### src/rtl/uart_core.sv
// ---------------------------------------------------------------------------
// uart_core
// Minimal UART transmitter and receiver running at one bit per clock cycle.
// There is no baud divider and no oversampling. TX and RX are independent.
//
// Frame on the line: start (0), data LSB first, optional parity, stop (1).
//
// Parameters
//   DATA_BITS  : payload bits per frame (5..9)
//   PARITY_BIT : "none", "even" or "odd"
//   STOP_BITS  : stop bits transmitted (1 or 2)
//
// Ports
//   i_clk             : clock; every register updates on the rising edge
//   i_rst_n           : asynchronous active-low reset
//   i_tx_data         : payload, latched on the edge that accepts a request
//   i_transmit_start  : transmit request
//   o_transmit_ready  : transmitter can accept a request on this edge
//   o_tx              : serial out, idle high, registered
//   o_rx_data         : payload of the last completed received frame
//   o_rx_data_valid   : o_rx_data holds a completed frame
//   o_rx_error        : the completed frame had a parity (or framing) fault
//   i_rx              : serial in, idle high
//
// Optional feature
//   `define UART_FRAMING_CHECK_EN : a 0 sampled as the stop bit also raises
//   o_rx_error. Without it the stop-bit sample is ignored.
// ---------------------------------------------------------------------------
module uart_core #(
    parameter int    DATA_BITS  = 8,
    parameter string PARITY_BIT = "even",
    parameter int    STOP_BITS  = 1
) (
    input  logic                 i_clk,
    input  logic                 i_rst_n,
    input  logic [DATA_BITS-1:0] i_tx_data,
    input  logic                 i_transmit_start,
    output logic                 o_transmit_ready,
    output logic                 o_tx,
    output logic [DATA_BITS-1:0] o_rx_data,
    output logic                 o_rx_data_valid,
    output logic                 o_rx_error,
    input  logic                 i_rx
);

    localparam bit             PAR_EN   = (PARITY_BIT != "none");
    localparam bit             PAR_ODD  = (PARITY_BIT == "odd");
    localparam int             CW       = $clog2(DATA_BITS);
    localparam logic [CW-1:0]  LAST_BIT = CW'(DATA_BITS - 1);

    // Shared parity primitive: XNOR-reduction of the payload.
    function automatic logic f_parity(input logic [DATA_BITS-1:0] d);
        return ~^d;
    endfunction

    // Even mode sends XOR of the data, odd mode sends XNOR.
    function automatic logic f_par_bit(input logic [DATA_BITS-1:0] d);
        return PAR_ODD ? f_parity(d) : ~f_parity(d);
    endfunction

    // -----------------------------------------------------------------------
    // Transmitter
    // -----------------------------------------------------------------------
    typedef enum logic [2:0] {
        TX_IDLE, TX_LOAD, TX_START, TX_DATA, TX_PARITY, TX_STOP
    } tx_state_t;

    tx_state_t            r_tx_state;
    logic [DATA_BITS-1:0] r_tx_shift;
    logic [CW-1:0]        r_tx_cnt;
    logic                 r_tx_par;
    logic                 r_tx;
    logic                 r_tx_ready;
    logic                 w_tx_accept;

    assign w_tx_accept = i_transmit_start & r_tx_ready;

    // Each state names the bit currently on the line; r_tx is loaded with
    // the value of the state being entered so the output stays registered.
    // r_tx_ready is high in IDLE and in the last stop-bit cycle, so a
    // request there goes straight to LOAD (one idle cycle between frames).
    always_ff @(posedge i_clk or negedge i_rst_n) begin
        if (!i_rst_n) begin
            r_tx_state <= TX_IDLE;
            r_tx_shift <= '0;
            r_tx_cnt   <= '0;
            r_tx_par   <= 1'b0;
            r_tx       <= 1'b1;
            r_tx_ready <= 1'b1;
        end else begin
            unique case (r_tx_state)
                TX_IDLE: begin
                    if (w_tx_accept) begin
                        r_tx_shift <= i_tx_data;
                        r_tx_par   <= f_par_bit(i_tx_data);
                        r_tx_ready <= 1'b0;
                        r_tx_state <= TX_LOAD;
                    end
                end
                TX_LOAD: begin
                    r_tx       <= 1'b0;
                    r_tx_state <= TX_START;
                end
                TX_START: begin
                    r_tx       <= r_tx_shift[0];
                    r_tx_shift <= r_tx_shift >> 1;
                    r_tx_cnt   <= '0;
                    r_tx_state <= TX_DATA;
                end
                TX_DATA: begin
                    if (r_tx_cnt == LAST_BIT) begin
                        if (PAR_EN) begin
                            r_tx       <= r_tx_par;
                            r_tx_state <= TX_PARITY;
                        end else begin
                            r_tx       <= 1'b1;
                            r_tx_ready <= (STOP_BITS == 1);
                            r_tx_state <= TX_STOP;
                        end
                    end else begin
                        r_tx       <= r_tx_shift[0];
                        r_tx_shift <= r_tx_shift >> 1;
                        r_tx_cnt   <= r_tx_cnt + 1'b1;
                    end
                end
                TX_PARITY: begin
                    r_tx       <= 1'b1;
                    r_tx_ready <= (STOP_BITS == 1);
                    r_tx_state <= TX_STOP;
                end
                TX_STOP: begin
                    // Ready doubles as the "last stop bit" marker.
                    if (r_tx_ready) begin
                        if (w_tx_accept) begin
                            r_tx_shift <= i_tx_data;
                            r_tx_par   <= f_par_bit(i_tx_data);
                            r_tx_ready <= 1'b0;
                            r_tx_state <= TX_LOAD;
                        end else begin
                            r_tx_state <= TX_IDLE;
                        end
                    end else begin
                        r_tx_ready <= 1'b1;
                    end
                end
                default: begin
                    r_tx       <= 1'b1;
                    r_tx_ready <= 1'b1;
                    r_tx_state <= TX_IDLE;
                end
            endcase
        end
    end

    assign o_tx             = r_tx;
    assign o_transmit_ready = r_tx_ready;

    // -----------------------------------------------------------------------
    // Receiver
    // -----------------------------------------------------------------------
    typedef enum logic [1:0] {
        RX_IDLE, RX_DATA, RX_PARITY, RX_STOP
    } rx_state_t;

    rx_state_t            r_rx_state;
    logic [DATA_BITS-1:0] r_rx_shift;
    logic [CW-1:0]        r_rx_cnt;
    logic                 r_rx_par;
    logic [DATA_BITS-1:0] r_rx_data;
    logic                 r_rx_valid;
    logic                 r_rx_err;
    logic                 w_rx_par_err;
    logic                 w_rx_frm_err;

    assign w_rx_par_err = PAR_EN && (r_rx_par != f_par_bit(r_rx_shift));

`ifdef UART_FRAMING_CHECK_EN
    assign w_rx_frm_err = ~i_rx;
`else
    assign w_rx_frm_err = 1'b0;
`endif

    // Only the first stop bit is sampled; later ones look like idle line.
    always_ff @(posedge i_clk or negedge i_rst_n) begin
        if (!i_rst_n) begin
            r_rx_state <= RX_IDLE;
            r_rx_shift <= '0;
            r_rx_cnt   <= '0;
            r_rx_par   <= 1'b0;
            r_rx_data  <= '0;
            r_rx_valid <= 1'b0;
            r_rx_err   <= 1'b0;
        end else begin
            unique case (r_rx_state)
                RX_IDLE: begin
                    if (!i_rx) begin
                        r_rx_cnt   <= '0;
                        r_rx_valid <= 1'b0;
                        r_rx_state <= RX_DATA;
                    end
                end
                RX_DATA: begin
                    // LSB arrives first, so shift in from the top.
                    r_rx_shift <= {i_rx, r_rx_shift[DATA_BITS-1:1]};
                    if (r_rx_cnt == LAST_BIT) begin
                        if (PAR_EN) r_rx_state <= RX_PARITY;
                        else        r_rx_state <= RX_STOP;
                    end else begin
                        r_rx_cnt <= r_rx_cnt + 1'b1;
                    end
                end
                RX_PARITY: begin
                    r_rx_par   <= i_rx;
                    r_rx_state <= RX_STOP;
                end
                RX_STOP: begin
                    r_rx_data  <= r_rx_shift;
                    r_rx_valid <= 1'b1;
                    r_rx_err   <= w_rx_par_err | w_rx_frm_err;
                    r_rx_state <= RX_IDLE;
                end
                default: r_rx_state <= RX_IDLE;
            endcase
        end
    end

    assign o_rx_data       = r_rx_data;
    assign o_rx_data_valid = r_rx_valid;
    assign o_rx_error      = r_rx_err;

endmodule

### config.mk
export PLATFORM = sky130hd
export DESIGN_NAME = uart_core
export DESIGN_NICKNAME = d
export VERILOG_FILES = /design/src/rtl/uart_core.sv
export SDC_FILE = /design/constraint.sdc
export NUM_CORES = 1
export LEC_CHECK = 0
export ABC_CLOCK_PERIOD_IN_PS = 2400
export BUFFER_PORTS_ARGS = -buffer_cell sky130_fd_sc_hd__buf_2
export CORE_ASPECT_RATIO = 1.4
export CORE_MARGIN = 2
export CORE_UTILIZATION = 57
export CTS_CLUSTER_SIZE = 25
export DETAILED_ROUTE_END_ITERATION = 7
export PLACE_DENSITY = 0.78
export SLEW_MARGIN = 15
export SYNTH_ARGS = -nofsm -noshare
export SYNTH_HDL_FRONTEND = slang
export SYNTH_SLANG_ARGS = --single-unit
export TNS_END_PERCENT = 20
### constraint.sdc
create_clock -name i_clk -period 2.4 [get_ports i_clk]
set_input_delay 0.12 -clock i_clk [delete_from_list [all_inputs] [get_ports i_clk]]
set_output_delay 0.12 -clock i_clk [all_outputs]
set_load 0.03 [all_outputs]
==> metrics.csv, run 1 <==
metric,value,unit
status,"finished, final reports clean",
CP Max Fanout,8,
sw frac,0.342,
"EDFF count, synth",0,
Crit Path Class,flop to flop,
worst path cell trace,ha_1 > ha_1 > nand2_1 > a32oi_2 > o21ai_4 > mux2_4,
DIE WIDTH,55.3,um
"flops & latches, synth",41,
Post-synth top flop,dfrtp_1,
Slowest cell on crit path,dfrtp_1,
P_leak,1.11,nW
Mapped Avg Cell Area,11.5,um^2
vias post-DR,1406,
DR top layer,met4,
"top cells by count, synth","dfrtp_1, nand2_1, mux2_2",
largest net degree at the start of global routing,42,
Residual DRC,0,
sequential share of the synthesized area,0.489,
clk buf depth,2,
drt pass-1 iters,5,
Setup Skew,0.00814,ns
Site Rows,26,
P&R area growth vs syn,13.6,%
IO Count,24,
Switch Pwr,1.02,mW
core area,0.00358,mm^2
Pint,1.96,mW
Slew headroom,0.397,
post-layout net count,229,
Fmax achieved,520,MHz
Met1 Wirelength,1420,um
unrepaired setup endpoints after global routing,false,
share of layout cells above drive strength 1,0.316,
max cap viols,0,
"Setup violations, final",0,
Slew @ Worst Pin,0.904,ns
Die ar.,0.00420,mm^2
first-pass GRT wire length,6330,um
Hold Crit Class,primary input to flop,
power share of the combinational group,0.418,
Worst EP required,2.58,ns
crit-path max cell delay,0.39,ns
height of the die,75.9,um
CP endpoint kind,flop,
initial antenna violation count,0,
asr flop ratio synth,1.00,
syn_nets,204,
"Hold Violations, Final",0,
"Distinct cells, synth",36,
VDD IR max,0.902,mV
Inserted Diodes,0,
Yosys top cell area share,0.464,
remaining antenna violation count,0,
Tcrit/Tclk final,0.802,
"area leader, netlist",dfrtp_1,
CP startpoint kind,flop,
final worst path period need,1.92,ns
Seq pwr share,0.359,
clock buffer count from CTS,5,
Post-Route WL,3660,um
total gr overflow,0,
TritonCTS clock tree,built,
"Warnings, synthesis",0,
DR WL/cell,14.6,um
post-DR vias/cell,5.60,
Starting Density,0.587,
Setup TNS,0,ns
CP dominant cell by count,ha_1,
most common cell in the netlist,dfrtp_1,
Sink Count,41,
Clock Pin Slew Worst Setup and Hold Paths,0.08,ns
"Arr. time, crit path",2.10,ns
dpl hpwl,2660,um
max-slew violations,0,
IO Port Bufs,23,
Final Wtd Congestion,0.777,
clock latency on the worst-skew pair,0.29,ns
vias in the first global route,1497,
Clock power frac,0.223,
routed wl met3,142,um
gr usage total,0.198,
Syn Std Cell Area,0.00210,mm^2
cells taking the most area after synthesis,"dfrtp_1, mux2_2, mux2_4, nand2_1, ha_1",
Initial DRC Count,49,
gate count after technology mapping,183,
pwr/cell area,1250,mW/mm^2
H-tree levels,2,
Tot Pwr,2.98,mW
Routed met2 length,2010,um
Root Buffer,clkbuf_8,
metal layers:
metal  track usage  vias to the layer above
li1              -                      676
met1         0.200                      684
met2         0.373                       38
met3        0.0475                        8
met4         0.119                        0
met5             0                        -
layout make-up:
type                            count  area [um^2]
Clock buffer                        5         68.8
Timing Repair Buffer               25          133
Sequential cell                    41         1030
Tap cell                           42         52.6
Fill cell                         281         1190
Multi-Input combinational cell    129         1010
Clock inverter                      3         68.8
Inverter                            6         22.5
metrics by stage:
step	setup WS, ns	area, um^2	util	hold slack, ns	std cells
floorplan	0.709	2100	-	-0.176	183
global route	0.382	2390	0.667	0.120	251
detailed placement	0.508	2240	0.626	0.297	242
CTS	0.489	2390	0.667	0.0904	251
finish	0.475	2390	0.667	0.0988	251
global placement	0.615	2240	0.626	0.278	242
power groups by stage:
stage / logic [mW] / registers (mW) / clock network, mW
floorplan: 0.812 / 1.23 / 0
global placement: 1.18 / 1.07 / 0
detailed placement: 1.26 / 1.09 / 0
CTS: 1.28 / 1.07 / 0.685
global route: 1.36 / 1.10 / 0.712
finish: 1.25 / 1.07 / 0.665
state kept, by name, indices dropped and copies added (netlist names):
signal	count
r_rx_par	1
r_rx_shift	8
r_tx_par	1
o_rx_error	1
o_transmit_ready	1
o_rx_data_valid	1
r_rx_cnt	3
r_tx_shift	8
r_tx_state	3
o_tx	1
o_rx_data	8
r_rx_state	2
r_tx_cnt	3
worst paths after layout:
| check | start | to | slack (ns) | cells after the start |
|---|---|---|---|---|
| max | r_tx_cnt[0] | r_tx_shift[6] | 0.48 | 6 |
| min reg2reg | o_rx_data[2] | o_rx_data[2] | 0.51 | 1 |
| max reg2reg | r_tx_cnt[0] | r_tx_shift[6] | 0.48 | 6 |
| min | i_tx_data[7] | r_tx_shift[7] | 0.1 | 3 |
| max in group asynchronous | i_rst_n | r_rx_shift[5] | 1.34 | 2 |
| min in group asynchronous | i_rst_n | r_rx_cnt[0] | 0.48 | 2 |
worst max-delay path, delay by kind of cell, from the launching register on:
kind | cells | cell delay (ns)
adders and majority gates | 2 | 0.48
DFF | 1 | 0.39
and+or+nand+nor | 1 | 0.17
muxes | 1 | 0.33
AOI/OAI and AO/OA | 2 | 0.44
logic make-up after synthesis:
kind of cell | synth area share
AOI/OAI and AO/OA | 0.0923
xor gates and xnor gates | 0.0726
adders and majority gates | 0.0583
buffers and inverters | 0.0286
DFF | 0.489
muxes | 0.168
and+or+nand+nor | 0.0911
what timing repair did:
action / CTS / global route
endpoints found under the hold margin: 39 / 0
gates resized for setup: 0 / 0
buffers inserted: 0 / 0
hold buffers: 1 / 0
layout by cell type, fill, tap and decap left out, types with 2 or more instances in the layout:
cell        n
dfrtp_1    39
nand2_1    32
buf_2      23
mux2_2     17
xnor2_1    12
ha_1        9
mux2_4      8
o21ai_0     8
a21oi_1     6
o21ai_1     6
clkbuf_8    5
a22oi_1     4
nor2_1      4
inv_1       3
mux2i_1     3
nand3_1     2
inv_2       2
nor3_1      2
a211oi_1    2
bufinv_16   2
dfstp_2     2
Note: power is estimated with default switching activity, not from simulation.
==> run 2, diff against run 1 <==
ABC_CLOCK_PERIOD_IN_PS = 1700   (was 2400)
CORE_UTILIZATION = 52   (was 57)
PLACE_DENSITY = 0.75   (was 0.78)
clock period = 1.7 ns   (was 2.4 ns; I/O delays follow)
==> metrics.csv, run 2 (same netlist as run 1, synthesis figures left out) <==
metric,value,unit,change
Setup Skew,0.00550,ns,-0.00264 ns
Clock Pin Slew Worst Setup and Hold Paths,0.08,ns,about the same
H-tree levels,2,,unchanged
height of the die,79.2,um,+4.5%
Tcrit/Tclk final,0.965,,+0.163
post-layout net count,238,,+3.9%
Initial DRC Count,60,,+22%
initial antenna violation count,0,,unchanged
dpl hpwl,2550,um,-4.3%
Inserted Diodes,0,,unchanged
Post-Route WL,3550,um,-3.2%
multi-input logic area,0.00105,mm^2,+3.3%
CP Max Fanout,8,,unchanged
Sink Count,41,,unchanged
worst hold stages,3,,unchanged
crit-path max cell delay,0.38,ns,about the same
"Hold Violations, Final",0,,unchanged
gr usage total,0.168,,-0.0296
drt pass-1 iters,4,,-1
"commonest non-fill, non-tap cell in the layout",dfrtp_1,,
CP endpoint kind,flop,,
IO Port Bufs,23,,unchanged
Die ar.,0.00457,mm^2,+9.0%
vias post-DR,1394,,-0.85%
largest net degree at the start of global routing,23,,-45%
clock latency on the worst-skew pair,0.30,ns,about the same
Setup TNS,0,ns,unchanged
pwr/cell area,1630,mW/mm^2,+30%
P_leak,1.15,nW,+4.5%
Hold Crit Class,primary input to flop,,
worst path cell trace,ha_2 > ha_4 > nand2_4 > a32oi_4 > o21ai_4 > mux2_4,,
max-slew violations,0,,unchanged
Site Rows,27,,+3.8%
most frequent cells in the layout,"dfrtp_1, nand2_1, buf_2",,
"Arr. time, crit path",1.83,ns,-0.27 ns
"Setup violations, final",0,,unchanged
number of fillers in the final layout,323,,+15%
Starting Density,0.536,,-0.0510
Fmax achieved,610,MHz,+17%
DR WL/cell,13.6,um,-6.9%
TritonCTS clock tree,built,,
Final Wtd Congestion,0.843,,+8.5%
clock buffer count from CTS,5,,unchanged
remaining antenna violation count,0,,unchanged
Slowest cell on crit path,dfrtp_1,,
reg2reg path depth,6,,unchanged
max cap viols,0,,unchanged
Slew headroom,0.631,,+0.233
final worst path period need,1.64,ns,-0.285 ns
Worst EP required,1.89,ns,-0.69 ns
post-DR vias/cell,5.34,,-4.7%
Slew @ Worst Pin,0.554,ns,-0.350 ns
clk buf depth,2,,unchanged
VDD IR max,1.36,mV,+51%
total gr overflow,0,,unchanged
vias in the first global route,1347,,-10%
Crit Path Class,flop to flop,,
Worst Slack Setup Final,0.0596,ns,-0.415 ns
DIE WIDTH,57.7,um,+4.4%
share of layout cells above drive strength 1,0.358,,+0.0420
core area,0.00392,mm^2,+9.5%
Residual DRC,0,,unchanged
CP startpoint kind,flop,,
IO Count,24,,unchanged
Tot Pwr,4.04,mW,+35%
Setup WS pre-CTS,0.0289,ns,-0.479 ns
Final Util,0.633,,-0.0343
first-pass GRT wire length,5880,um,-7.1%
P&R area growth vs syn,18.0,%,
status,"finished, final reports clean",,
Sequential cell area,0.00103,mm^2,unchanged
Root Buffer,clkbuf_8,,
-- run 2: cell count changes in the layout (fill, tap and decap cells not counted), sizes merged --
cell and change:
buf +9, bufinv -1, clkinv +1, clkinvlp +1, inv -1
-- run 2: per-stage QoR --
| stage | cell area (um^2) | instances | hold WS [ns] |
|---|---|---|---|
| finish | 2480 | 261 | 0.0441 |
| global route | 2480 | 261 | 0.0681 |
| CTS | 2420 | 258 | 0.0373 |
| detailed placement | 2300 | 249 | 0.0854 |
| global placement | 2300 | 249 | 0.0882 |
| floorplan | 2100 | 183 | -0.211 |
-- run 2: area by class of cell --
cell class,count,area share
clock inverter,3,0.0187
timing repair buffer,34,0.0858
tap,43,0.0217
clock buffer,5,0.0277
sequential,41,0.415
inverter,6,0.00908
multi-input combinational,129,0.422
-- run 2: worst paths after layout --
path | from | slack (ns) | to
max in group asynchronous | i_rst_n | 0.85 | o_transmit_ready
setup reg to reg | r_tx_cnt[1] | 0.06 | r_tx_shift[5]
hold / removal | i_tx_data[7] | 0.04 | r_tx_shift[7]
min in group asynchronous | i_rst_n | 0.28 | r_rx_cnt[2]
setup / recovery | r_tx_cnt[1] | 0.06 | r_tx_shift[5]
hold reg to reg | o_rx_data[4] | 0.50 | o_rx_data[4]
-- run 2: timing repair --
action,4_1_cts,5_1_grt
buffers inserted,0,3
hold buffers,1,0
endpoints found under the hold margin,21,0
resized for setup,0,6
setup endpoints to repair,0,7
-- run 2: metal layers --
metal	GRT usage	part of all wire	up-vias
li1	-	-	692
met1	0.197	0.42	672
met2	0.283	0.52	24
met3	0.0505	0.036	6
met4	0.0698	0.017	0
met5	0	0	-
-- run 2: power by group --
group,leakage [nW],total (mW),internal (mW),switching (mW)
Combinational,0.592,1.73,0.903,0.831
Clock,0.0543,0.803,0.439,0.363
Sequential,0.509,1.50,1.28,0.220
Total,1.15,4.04,2.62,1.41
-- run 2: worst max-delay path, delay by kind of cell (launching register included) --
kind | cells | cell delay (ns)
and+or+nand+nor | 1 | 0.06
DFF | 1 | 0.38
AOI/OAI and AO/OA | 2 | 0.39
muxes | 1 | 0.32
adders and majority gates | 2 | 0.36
